===== src/rtl/coin_return_fsm.sv =====
// coin_return_fsm: returns change as a greedy sequence of 10/5/2/1 coins over a
// 4-phase coin_req/coin_ack handshake, with an ack timeout that raises a sticky fault.
module coin_return_fsm #(
    parameter int ACK_TIMEOUT = 16
) (
    input  logic       clk,
    input  logic       reset,
    input  logic       start,
    input  logic [4:0] amount,
    input  logic       coin_ack,
    output logic       coin_req,
    output logic [2:0] coin_code,
    output logic       busy,
    output logic       done,
    output logic       fault,
    output logic [4:0] remaining
);
    typedef enum logic [2:0] {IDLE, SELECT, EJECT, RELEASE, DONE, FAULT} state_t;

    state_t     state_q, state_d;
    logic [4:0] rem_q, rem_d;
    logic [2:0] code_q, code_d;
    logic [7:0] cnt_q, cnt_d;
    logic       fault_q, fault_d;
    logic       armed_q, armed_d;
    logic       req_q, req_d;
    logic       busy_q, busy_d;
    logic       done_q, done_d;
    logic [2:0] sel;
    logic [4:0] val;

    assign sel = rem_q >= 5'd10 ? 3'b100 : rem_q >= 5'd5 ? 3'b011 : rem_q >= 5'd2 ? 3'b010 : 3'b001;
    assign val = code_q == 3'b100 ? 5'd10 : code_q == 3'b011 ? 5'd5 :
                 code_q == 3'b010 ? 5'd2  : code_q == 3'b001 ? 5'd1 : 5'd0;

    // armed means a low ack has been seen since the last credited coin
    always_comb begin
        state_d = state_q;
        rem_d   = rem_q;
        code_d  = code_q;
        cnt_d   = cnt_q;
        fault_d = fault_q;
        armed_d = coin_ack ? armed_q : 1'b1;
        case (state_q)
            IDLE: if (start) begin
                state_d = SELECT;
                rem_d   = amount;
                fault_d = 1'b0;
            end
            SELECT: begin
                if (rem_q == 5'd0) state_d = DONE;
                else begin
                    state_d = EJECT;
                    code_d  = sel;
                    cnt_d   = 8'd0;
                end
            end
            EJECT: begin
                if (coin_ack && armed_q) begin
                    state_d = RELEASE;
                    rem_d   = rem_q >= val ? rem_q - val : 5'd0;
                    code_d  = 3'b000;
                    cnt_d   = 8'd0;
                    armed_d = 1'b0;
                end else if (cnt_q == 8'(ACK_TIMEOUT - 1)) begin
                    state_d = FAULT;
                    code_d  = 3'b000;
                    cnt_d   = 8'd0;
                    fault_d = 1'b1;
                end else cnt_d = cnt_q + 8'd1;
            end
            RELEASE: if (!coin_ack) state_d = SELECT;
            DONE:    state_d = IDLE;
            FAULT:   if (!coin_ack) state_d = IDLE;
            default: state_d = IDLE;
        endcase
        req_d  = state_d == EJECT;
        busy_d = state_d != IDLE;
        done_d = state_d == DONE;
    end

    always_ff @(posedge clk or negedge reset) begin
        if (!reset) begin
            state_q <= IDLE;
            rem_q   <= 5'd0;
            code_q  <= 3'b000;
            cnt_q   <= 8'd0;
            fault_q <= 1'b0;
            armed_q <= 1'b0;
            req_q   <= 1'b0;
            busy_q  <= 1'b0;
            done_q  <= 1'b0;
        end else begin
            state_q <= state_d;
            rem_q   <= rem_d;
            code_q  <= code_d;
            cnt_q   <= cnt_d;
            fault_q <= fault_d;
            armed_q <= armed_d;
            req_q   <= req_d;
            busy_q  <= busy_d;
            done_q  <= done_d;
        end
    end

    assign coin_req  = req_q;
    assign coin_code = code_q;
    assign busy      = busy_q;
    assign done      = done_q;
    assign fault     = fault_q;
    assign remaining = rem_q;
endmodule


===== config.mk =====
export PLATFORM = sky130hd
export DESIGN_NAME = coin_return_fsm
export DESIGN_NICKNAME = d
export VERILOG_FILES = /design/src/rtl/coin_return_fsm.sv
export SDC_FILE = /design/constraint.sdc
export NUM_CORES = 1
export LEC_CHECK = 0
export CAP_MARGIN = 10
export CORE_MARGIN = 1
export CORE_UTILIZATION = 40
export DETAILED_ROUTE_END_ITERATION = 8
export SLEW_MARGIN = 15
export SYNTH_ARGS = -nofsm -noshare
export SYNTH_HDL_FRONTEND = slang
export SYNTH_SLANG_ARGS = --single-unit

===== constraint.sdc =====
create_clock -name clk -period 1.8 [get_ports clk]
set_input_delay 0.36 -clock clk [delete_from_list [all_inputs] [get_ports clk]]
set_output_delay 0.36 -clock clk [all_outputs]
set_load 0.05 [all_outputs]

* Word-level counts from Yosys, hierarchy flattened *
Cells that the tools add are included.

operators by class
  add/subtract/negate cells = 2
  $lt $le $gt $ge = 4
  equal/unequal tests = 17
  multiplexer cells = 33
  reduce and logical (&&, ||, !) cells = 10

operators by type and width
  cell                                                 number
  two-way mux 3 bit                                    11
  two-way mux 8 bit                                    3
  case mux 8 bit (2 select lines)                      1
  equality test 3 x 2 -> 1 bit, second input constant  5
  two-way mux 5 bit                                    3
  case mux 3 bit (5 select lines)                      1
  != test 2 bit, second input constant                 5
  case mux 5 bit (2 select lines)                      1
  equality test 3 bit, second input constant           3
  adder 8 x 1 -> 8 bit, second input constant          1
  equality test 8 x 4 -> 1 bit, second input constant  1
  two-way mux 1 bit                                    7
  equality test 3 x 1 -> 1 bit, second input constant  2
  two-way mux 2 bit                                    3
  case mux 3 bit (2 select lines)                      1
  AND reduction 3 bit                                  2
  >= comparator 5 x 2 -> 1 bit, second input constant  1
  >= comparator 5 x 3 -> 1 bit, second input constant  1
  >= comparator 5 x 4 -> 1 bit                         1
  >= comparator 5 x 4 -> 1 bit, second input constant  1
  logical NOT 5 bit                                    1
  subtractor 5 x 4 -> 5 bit                            1
  two-way mux 4 bit                                    1
  AND reduction 4 bit                                  1
  7 further kinds                                      8

storage, ports and cells
  bits in registers = 24

* Longest topological paths before layout *
Gate-level depths: netlist of run 1.

  depth in word-level cells = 9
  mapped depth = 9
  mapped depth without buffers = 9

* Least setup slack after synthesis of run 1 *
OpenSTA, ideal clock, no wires.

  kind = reg2reg
  start = reg code_q[2] (netlist: coin_code[2])
  end = reg rem_q[2] (netlist: remaining[2])
  setup time = 66 ps
  arrival time = 2,288 ps
  required time = 1,734 ps
  setup slack = -554 ps
  stages on the path, launching flop included = 8
  path buffers = 0
  clock period less this slack = 2,354 ps
  path through = dfrtp_1 > or3b_2 > ha_1 > inv_1 > a2111oi_0 > o21ai_0 > o211ai_1 > o21a_1

between the ends
  word-level cells in the longest chain between the ends = 9
  elaborated cells on any way between the ends = 13
  those cells by class = 1 x add/sub; 1 x order compare; 4 x eq/ne; 7 x mux

ends and longest elaborated chain
  element                                                                           RTL line  source
  from (decl)                                                                       22        logic [2:0] code_q, code_d;
  from (signal assigned)                                                            96        code_q <= code_d;
  equality test 3 x 1 -> 1 bit                                                      34        code_q == 3'b010 ? 5'd2 : code_q == 3'b001 ? 5'd1 : 5'd0;
  two-way mux 1 bit                                                                 34
  two-way mux 2 bit                                                                 34
  two-way mux 3 bit                                                                 33        assign val = code_q == 3'b100 ? 5'd10 : code_q == 3'b011 ? 5'd5 :
  two-way mux 4 bit (*)                                                             33
  subtractor 5 x 4 -> 5 bit / >= comparator 5 x 4 -> 1 bit (equally long branches)  61        rem_d = rem_q >= val ? rem_q - val : 5'd0;
  two-way mux 5 bit (*)                                                             61
  two-way mux 5 bit (*)                                                             59        if (coin_ack && armed_q) begin
  case mux 5 bit (2 select lines) (*)                                               44        case (state_q)
  to (signal assigned)                                                              95        rem_q <= rem_d;
  to (decl)                                                                         21        logic [4:0] rem_q, rem_d;

Every way passes the cells marked *; elsewhere a longest branch is shown, timed or not. The select of a mux whose other input is x is not followed.
A chain may end at the register's enable or synchronous reset.

* Final worst setup path of run 1 *
  start = reg code_q[1] (netlist: coin_code[1])
  end = reg rem_q[2] (netlist: remaining[2])

The elaborated chain is that of the path after synthesis.

==> results of run 1 <==
[sequential cells by signal (all words and copies together), names as in the netlist]
register   cells
done           1
cnt_q          8
busy           1
remaining      5
coin_code      3
coin_req       1
fault          1
armed_q        1
state_q        3
[power by group through the flow]
stage | Clock, mW | Combinational (mW) | Sequential [mW]
global placement | 0 | 2.42 | 0.867
global route | 0.430 | 3.25 | 0.919
finish | 0.395 | 2.99 | 0.893
CTS | 0.405 | 2.77 | 0.874
detailed placement | 0 | 2.45 | 0.880
floorplan | 0 | 1.23 | 1.22
[routing by layer]
layer / track usage / up-vias
li1: - / 689
met1: 0.2742 / 648
met2: 0.3613 / 36
met3: 0.03493 / 6
met4: 0.09302 / 0
met5: 0 / -
[what timing repair did]
action                                  in CTS  in global routing
pin swaps                                   10                 17
setup buffers                                4                  6
resized for setup                           14                 18
endpoints found under the setup margin      13                 11
[cells in the final DEF, fill, tap and decap left out, drive strengths merged, types with 2 or more instances in the layout]
master,netlist,routed
clkbuf,0,3
buf,5,53
nand3,5,5
nand2,19,19
xnor2,2,2
o31ai,3,3
o41ai,2,2
nor2,11,11
nor2b,5,5
xor2,3,3
dfrtp,24,24
nand2b,3,3
a21oi,9,9
inv,7,7
and3,4,4
ha,5,5
o211ai,4,4
o21ai,16,16
nor3,5,5
or3b,3,3
clkdlybuf4s50,0,8
or3,3,3
a31oi,2,2
o21a,2,2
[through the flow]
stage / power, mW / area (um2)
finish: 4.276 / 2190
detailed placement: 3.332 / 1929
floorplan: 2.452 / 1485
CTS: 4.053 / 2079
global placement: 3.287 / 1929
global route: 4.600 / 2190
[cell type report]
| class | instances | area share |
|---|---|---|
| Multi-Input combinational cell | 123 | 0.4331 |
| Sequential cell | 24 | 0.2771 |
| Timing Repair Buffer | 61 | 0.2274 |
| Tap cell | 46 | 0.02629 |
| Clock inverter | 1 | 0.01371 |
| Inverter | 7 | 0.01200 |
| Clock buffer | 3 | 0.01029 |
[cell families (layout without fill, tap and decap cells)]
kind of cell,after synthesis,in the layout,synth area share
xor+xnor,5,5,0.03023
simple gates,65,65,0.2453
fa+ha+maj,6,6,0.05700
buf+inv,12,72,0.04318
mux,1,1,0.006909
compound gates,46,46,0.2029
flops,24,24,0.4145
[path summary, 6_finish.rpt]
path | start | endpoint | depth (start not counted)
worst max-delay path | coin_code[1] | remaining[2] | 9
worst max register to register | coin_code[1] | remaining[2] | 9
min in group clk | fault | fault | 2
worst min-delay path | reset | remaining[1] | 2
worst min register to register | fault | fault | 2
max in group asynchronous | reset | state_q[1] | 2
==> out/metrics.cfg, run 1 <==
[sta]
fin_crit_sh=1.128
fin_ws_ns=-0.2298
fmax_mhz=492.7
worst_pin_slew_ns=0.3301
hold_viol=0
hold_slack_ns=0.3866
fin_skew_ns=0.003574
rsz0062_at_grt=true
period_minus_slack_ns=2.030
slew_headroom=0.7794
drv_slew=0
tns_ns=-0.7360
setup_viol=4

[routing]
wl_mm=3.955
wl_met2_mm=1.960
drc=0
firstDrtPassIters=4
routed.top_layer=met4
wl_per_cell_um=14.92
drtIter0Drc=64
drtAntennaViolNets=0
wl_met1_mm=1.747
via_count=1379
met3WireLength_um=188
avgViaCountPerCell=5.204

[power_and_ir_drop]
p_comb_frac=0.699
leakagePower_nw=1.002
p_sw_frac=0.4608
p_sw_mw=1.970
seqPwrFrac=0.209
ir_drop_mv=1.322
powerDensity_nw_per_um2=1953
power.share.clock=0.092
p_int_mw=2.306

[global_route]
grt_pass1_vias=1415
grt_pass1_wl_mm=6.575
grt.total_usage=0.2157
antenna_found_initial=0
grt_max_degree=25
grt.overflow.total=0

[floorplan]
rows=21
fp.dieH_um=62.19
die_w_um=62.19
start_util=0.4242
core_um2=3416
ios=21
die_area_um2=3867

[cells_and_area]
nNetsFinal=235
antenna_cells=0
multi_input_area_um2=948.4
drive_gt1_frac=0.4292
n_fill_cell=287
instances_no_fill=265
postLayoutCoreUtil=0.6410
area_delta_synth_final_pct=51.12
seq_area_um2=606.8

[synthesis]
synth_edf_count=0
synth_common_cells=dfrtp_1, nand2_1, o21ai_0
post_synth_num_cell_types=45
synthTopCellsByArea=dfrtp_1, o21ai_0, nand2_1
synth_top_area_cell=dfrtp_1
syn_inst=159
synth.cell_area_um2=1449
post-synth-top-count-cell=dfrtp_1
synth_nets=174
ys.flop_type=dfrtp_1
synth_top_area_frac=0.4145
async_flop_share=1.000
yosys_warnings=0
yosys_register_bits=24
ys_seq_area_frac=0.4145
synth_area_per_cell_um2=9.113

[job]
cap_violations=0

[critical_path]
critical_path.slowest_cell=dfrtp_2
critical_path_buf_inv_count=1
rrSetupSlack_ns=-0.23
crit_path_start_kind=register
crit_arrival_ns=2.30
path_cells=xor2_1, nor2b_4, inv_2, ha_4, nand2b_4, a2111oi_4, o21ai_2, o211ai_1, o21a_1
path_delay_family=compound AO/OA/AOI/OAI gates
required_ns=2.07
slowest_delay_ns=0.45
crit_type=reg2reg
crit_fanout=4
end_kind=register

[clocking]
cts_sinks=24
cts_buffers=3
clk_pin_slew_ns=0.14
cts_tree=built
clockRootBuffer=clkbuf_4
htreeDepth=1
hold_buffers=0
clkLatencyLatePin_ns=0.32
clk_path_buf_depth=2

[worst_hold_path]
hold_path.class=in2async

[status]
status=finished, violations left
violations=negative setup slack

[placed_design]
place_ws_ns=-0.2207
gp_congestion=0.8673
hpwl_mm=2.642
placed_cells=252
portBuffers=20

No activity file was read; power rests on OpenSTA's default activity.
==> inputs of run 2 (changes only) <==
CAP_MARGIN = 5   (was 10)
==> results of run 2 <==
No change in the layout: final DEF, timing and power equal those of run 1.
==> inputs of run 3 (changes only) <==
SLEW_MARGIN = 10   (was 15)
==> results of run 3 <==
No change in the layout: final DEF, timing and power equal those of run 1.
==> edit 1 (settings of run 1) <==
Change the parameter `ACK_TIMEOUT` from 16 to 12.
--- a/src/rtl/coin_return_fsm.sv
+++ b/src/rtl/coin_return_fsm.sv
@@ -1,7 +1,7 @@
 // coin_return_fsm: returns change as a greedy sequence of 10/5/2/1 coins over a
 // 4-phase coin_req/coin_ack handshake, with an ack timeout that raises a sticky fault.
 module coin_return_fsm #(
-    parameter int ACK_TIMEOUT = 16
+    parameter int ACK_TIMEOUT = 12
 ) (
     input  logic       clk,
     input  logic       reset,
Formal check against the unedited RTL: same outputs for any inputs over 10 cycles, from zero or initial values and one cycle with reset low; that may be too few to reach the edited logic, so the function may still have changed.
==> edit 1 against run 1 <==
The flow still finishes with violations (negative setup slack). Cell count is 0.75% lower. Count of clock-buffer cells in the layout is 1 higher. Fmax up 1.0%. Area after synthesis is 1.9% higher. Cell area is 1.0% lower. Power increased by 5.5%. Routed wire length grew 1.6%. Global-route usage up 0.39 points. Sequential power fell by 3.0%. Sequential cell count unchanged. Non-clock buffer count shrank 5. Die area rose by 1.8%. Setup slack gained 0.020 ns. Critical path type unchanged. Largest power group unchanged.
==> edit 1: results (changes against run 1) <==
----------------------------------------------------
[Placed design]
  Placed cell count ... 253 (+0.40%)
  Final GP Congestion ... 0.912 (+5.2%)
  Post-placement cell area ... 1980 um2 (+2.7%)

[Cells and area]
  Number of nets in the layout ... 233 (-0.85%)
  Non-clock buffer contribution to total cell area ... 0.221 (-0.00687)
  Logic inverters ... 6 (-1)
  Clock tree buffer count of the final layout ... 4 (+1)
  Number of filler instances in the final layout ... 283 (-1.4%)
  Multi-input gate count ... 127 (+3.3%)
  Number of non-clock buffers in the layout ... 56 (-8.2%)

[Power]
  Combinational cell fraction of total power ... 0.725 (+0.026)
  Max rail drop VDD ... 1.31 mV (-1.0%)
  Power Total ... 4.51 mW (+5.5%)
  Share of total power consumed by net switching ... 0.453 (-0.00751)

[Synth]
  Portion of the post-synthesis area used by sequential elements ... 0.407 (-0.00773)
  Average footprint of a synthesized cell ... 9.11 um2 (about the same)
  Complex-gate fraction of the synthesized area ... 0.225 (+0.0216)
  Most area-consuming cells after synthesis ... dfrtp_1 (41%), o21ai_0 (6.8%), nand2_1 (4.6%)
  Parity-gate share of the synthesized area counting xor and xnor cells ... 0.0297 (-0.000564)
  Area of the mapped netlist ... 1480 um2 (+1.9%)
  Multiplexer area fraction after synthesis ... 0.00678 (-0.000129)

[Status]
  Failing checks ... negative setup slack
  Result of the run ... complete, but fails checks

[Timing]
  Worst hold slack after final layout ... 0.462 ns (+0.0753 ns)
  Setup slack of the critical path after layout ... -0.209 ns (+0.0205 ns)
  Worst clock skew ... 0.00244 ns (-0.00114 ns)
  Final setup violation count ... 4 (unchanged)

[Clock tree]
  Clock slew seen by the registers of the worst setup and hold paths ... 0.09 ns (-0.05 ns)

[Route]
  Number of violations reported at the end of detailed-routing iteration 0 ... 47 (-27%)
  Routed vias ... 1417 (+2.8%)
  Final wirelength ... 4.02 mm (+1.6%)

[Critical path]
  R2R depth ... 7 (-2)
  Endpoint arrival time on the critical path ... 2.16 ns (-0.14 ns)
  Worst setup path endpoint ... remaining[4]

[Global route]
  GRT Resource Usage Total ... 0.220 (+0.00391)

----------------------------------------------------
## edit 1: cell types whose count changed after synthesis, moves of 2 or more
cell | before | now
or3b_1 | 2 | 0
nor3_1 | 4 | 2
a21oi_1 | 8 | 11
a21boi_0 | 0 | 3
nand2b_1 | 3 | 5
o21a_1 | 2 | 0
nor2b_1 | 5 | 3
o21ai_0 | 16 | 20
o211ai_1 | 4 | 0
## edit 1: critical path, delay by kind of cell, from the launching register on
kind,cells,cell delay (ns)
AO/OA/AOI/OAI,3,0.54
adder cells (fa/ha/maj),1,0.31
buffers and inverters,1,0.12
flip-flops,1,0.43
AND/OR/NAND/NOR,2,0.49
## edit 1: routing by layer
metal  GRT usage  vias to the layer above  routed length, um
met3      0.0128                        6                123
met4      0.0930                        0                 80
met1       0.278                      680               1770
met5           0                        -                  0
li1            -                      695                  -
met2       0.386                       36               2040
## edit 1: repair_timing
action	4_1_cts	5_1_grt
hold buffers	0	0
setup buffers	3	3
endpoints found under the setup margin	6	12
cloned	0	0
resized for setup	6	13
pin swaps	11	5
==> edit 2 (settings of run 1) <==
Made on the original files. Encoding of `state_t`: now one-hot (6 bits for 6 states).
--- a/src/rtl/coin_return_fsm.sv
+++ b/src/rtl/coin_return_fsm.sv
@@ -15,7 +15,7 @@
     output logic       fault,
     output logic [4:0] remaining
 );
-    typedef enum logic [2:0] {IDLE, SELECT, EJECT, RELEASE, DONE, FAULT} state_t;
+    typedef enum logic [5:0] {IDLE = 6'b000001, SELECT = 6'b000010, EJECT = 6'b000100, RELEASE = 6'b001000, DONE = 6'b010000, FAULT = 6'b100000} state_t;
 
     state_t     state_q, state_d;
     logic [4:0] rem_q, rem_d;
Formal check against the unedited RTL: same outputs for any inputs over 10 cycles, from zero or initial values and one cycle with reset low; not proved beyond that.
==> edit 2 against run 1 <==
The run still ends with negative setup slack left. Cell area up 6.6%. Synthesized cell count up 10%. Count of clock-buffer cells in the layout unchanged. Sequential share of layout area grew 1.5 points. Via count rose by 15%. Setup slack better by 0.083 ns. Routed wire length up 9.7%. Non-clock buffer count increased by 4. Power fell by 0.63%. Sequential cell count up 3. Area after synthesis up 11%. Critical path type unchanged. Critical endpoint unchanged.
==> edit 2: results (changes against run 1) <==
----------------------------------------------------
[Route]
  Sum of routed wire segments on met1 ... 2.10 mm (+20%)
  Met2 wire length ... 2.08 mm (+6.2%)
  Number of violations reported at the end of detailed-routing iteration 0 ... 89 (+39%)
  Routed wire length per instance ... 15.1 um (+1.3%)

[Clock tree]
  Root Buffer ... clkbuf_8
  Count of buffers added by post-CTS timing repair for setup ... 7 (+3)
  Count of clock tree sinks ... 27 (+13%)
  Post-cts sizing count ... 19 (+5)
  Clock slew seen by the registers of the worst setup and hold paths ... 0.10 ns (-0.04 ns)
  Clock network latency to the later pin of the worst-skew pair ... 0.27 ns (-0.05 ns)
  Number of buffers on the longest clock path ... 2 (unchanged)

[Synth]
  Most area-consuming cells after synthesis ... dfrtp_1 (40%), o21ai_0 (5.3%), nor2_1 (4.7%)
  Complex-gate fraction of the synthesized area ... 0.212 (+0.00952)
  Synth cell count leaders ... dfrtp_1 (26), nor2_1 (20), nand2_1 (17), o21ai_0 (17), a21oi_1 (12)
  Number of nets in the synthesized netlist ... 190 (+9.2%)
  Unique masters post-synth ... 47 (+4.4%)
  Multiplexer area fraction after synthesis ... 0.00623 (-0.000683)
  Parity-gate share of the synthesized area counting xor and xnor cells ... 0.0218 (-0.00843)
  Synth Area in Adders ... 0.0514 (-0.00563)
  Portion of the post-synthesis area used by sequential elements ... 0.421 (+0.00650)

[Timing]
  Setup slack of the critical path after layout ... -0.146 ns (+0.0834 ns)
  Worst clock skew ... 0.00409 ns (+0.000515 ns)
  Worst Max-Slew Pin Slew ... 0.506 ns (+0.176 ns)
  Final setup violation count ... 5 (+1)

[Global route]
  First-pass GRT wire length ... 7.20 mm (+9.6%)
  GRT Resource Usage Total ... 0.219 (+0.00351)
  Met3 Resource Use GR ... 0.0278 (-0.00715)
  M1 GR Usage ... 0.314 (+0.0401)
  Pin count of the biggest net entering global routing ... 28 (+12%)
  Vias in the first global route ... 1524 (+7.7%)

[Power]
  Share of total power consumed by net switching ... 0.449 (-0.0121)
  Standby leakage power ... 1.03 nW (+3.1%)
  Combinational power ... 2.91 mW (-3%)
  Clock network fraction of design power ... 0.082 (-0.010)

[Cells and area]
  Multi-input gate area ... 995 um2 (+4.9%)
  Multi-input gate count ... 137 (+11%)
  Clock distribution area overhead in the final layout ... 0.0198 (-0.00417)
  Logic inverters ... 6 (-1)
  Register share of the cell area ... 0.293 (+0.0155)
  Final core utilization ... 0.619 (-0.0219)
  Number of non-clock buffers in the layout ... 65 (+6.6%)
  Non-clock buffer contribution to total cell area ... 0.226 (-0.00128)
  Number of filler instances in the final layout ... 324 (+13%)

[Placed design]
  Post-placement cell area ... 2160 um2 (+12%)
  Final GP Congestion ... 0.868 (about the same)
  Estimated wirelength of the detail-placed design ... 2.96 mm (+12%)

[Critical path]
  Endpoint arrival time on the critical path ... 2.15 ns (-0.15 ns)
  Critical-path maximum fanout ... 3 (-1)

[Die]
  # rows ... 22 (+4.8%)

[Status]
  Result of the run ... complete, but fails checks
  Failing checks ... negative setup slack

----------------------------------------------------
edit 2: cell count changes after synthesis, sizes merged, moves of 4 or more:
cell    change
nor2        +9
a21oi       +4
o211ai      -4
or4         +4
edit 2: path summary, 6_finish.rpt:
kind / endpoint / slack, ns / cells after the start
worst min register to register: cnt_q[7] / 0.48 / 1
worst max register to register: remaining[2] / -0.15 / 7
worst min-delay path: state_q[2] / 0.45 / 2
max in group asynchronous: state_q[0] / 1.04 / 2
worst max-delay path: remaining[2] / -0.15 / 7
min in group clk: cnt_q[7] / 0.48 / 1
edit 2: per-stage QoR:
step | setup WS, ns | TNS [ns] | power (mW) | std cells
3_3_place_gp | -0.181 | -0.811 | 3.47 | 275
4_1_cts | -0.132 | -0.405 | 4.23 | 287
2_1_floorplan | -0.265 | -3.25 | 2.60 | 175
5_1_grt | -0.250 | -1.15 | 4.57 | 287
3_5_place_dp | -0.262 | -1.18 | 3.51 | 275
6_report | -0.146 | -0.409 | 4.25 | 287
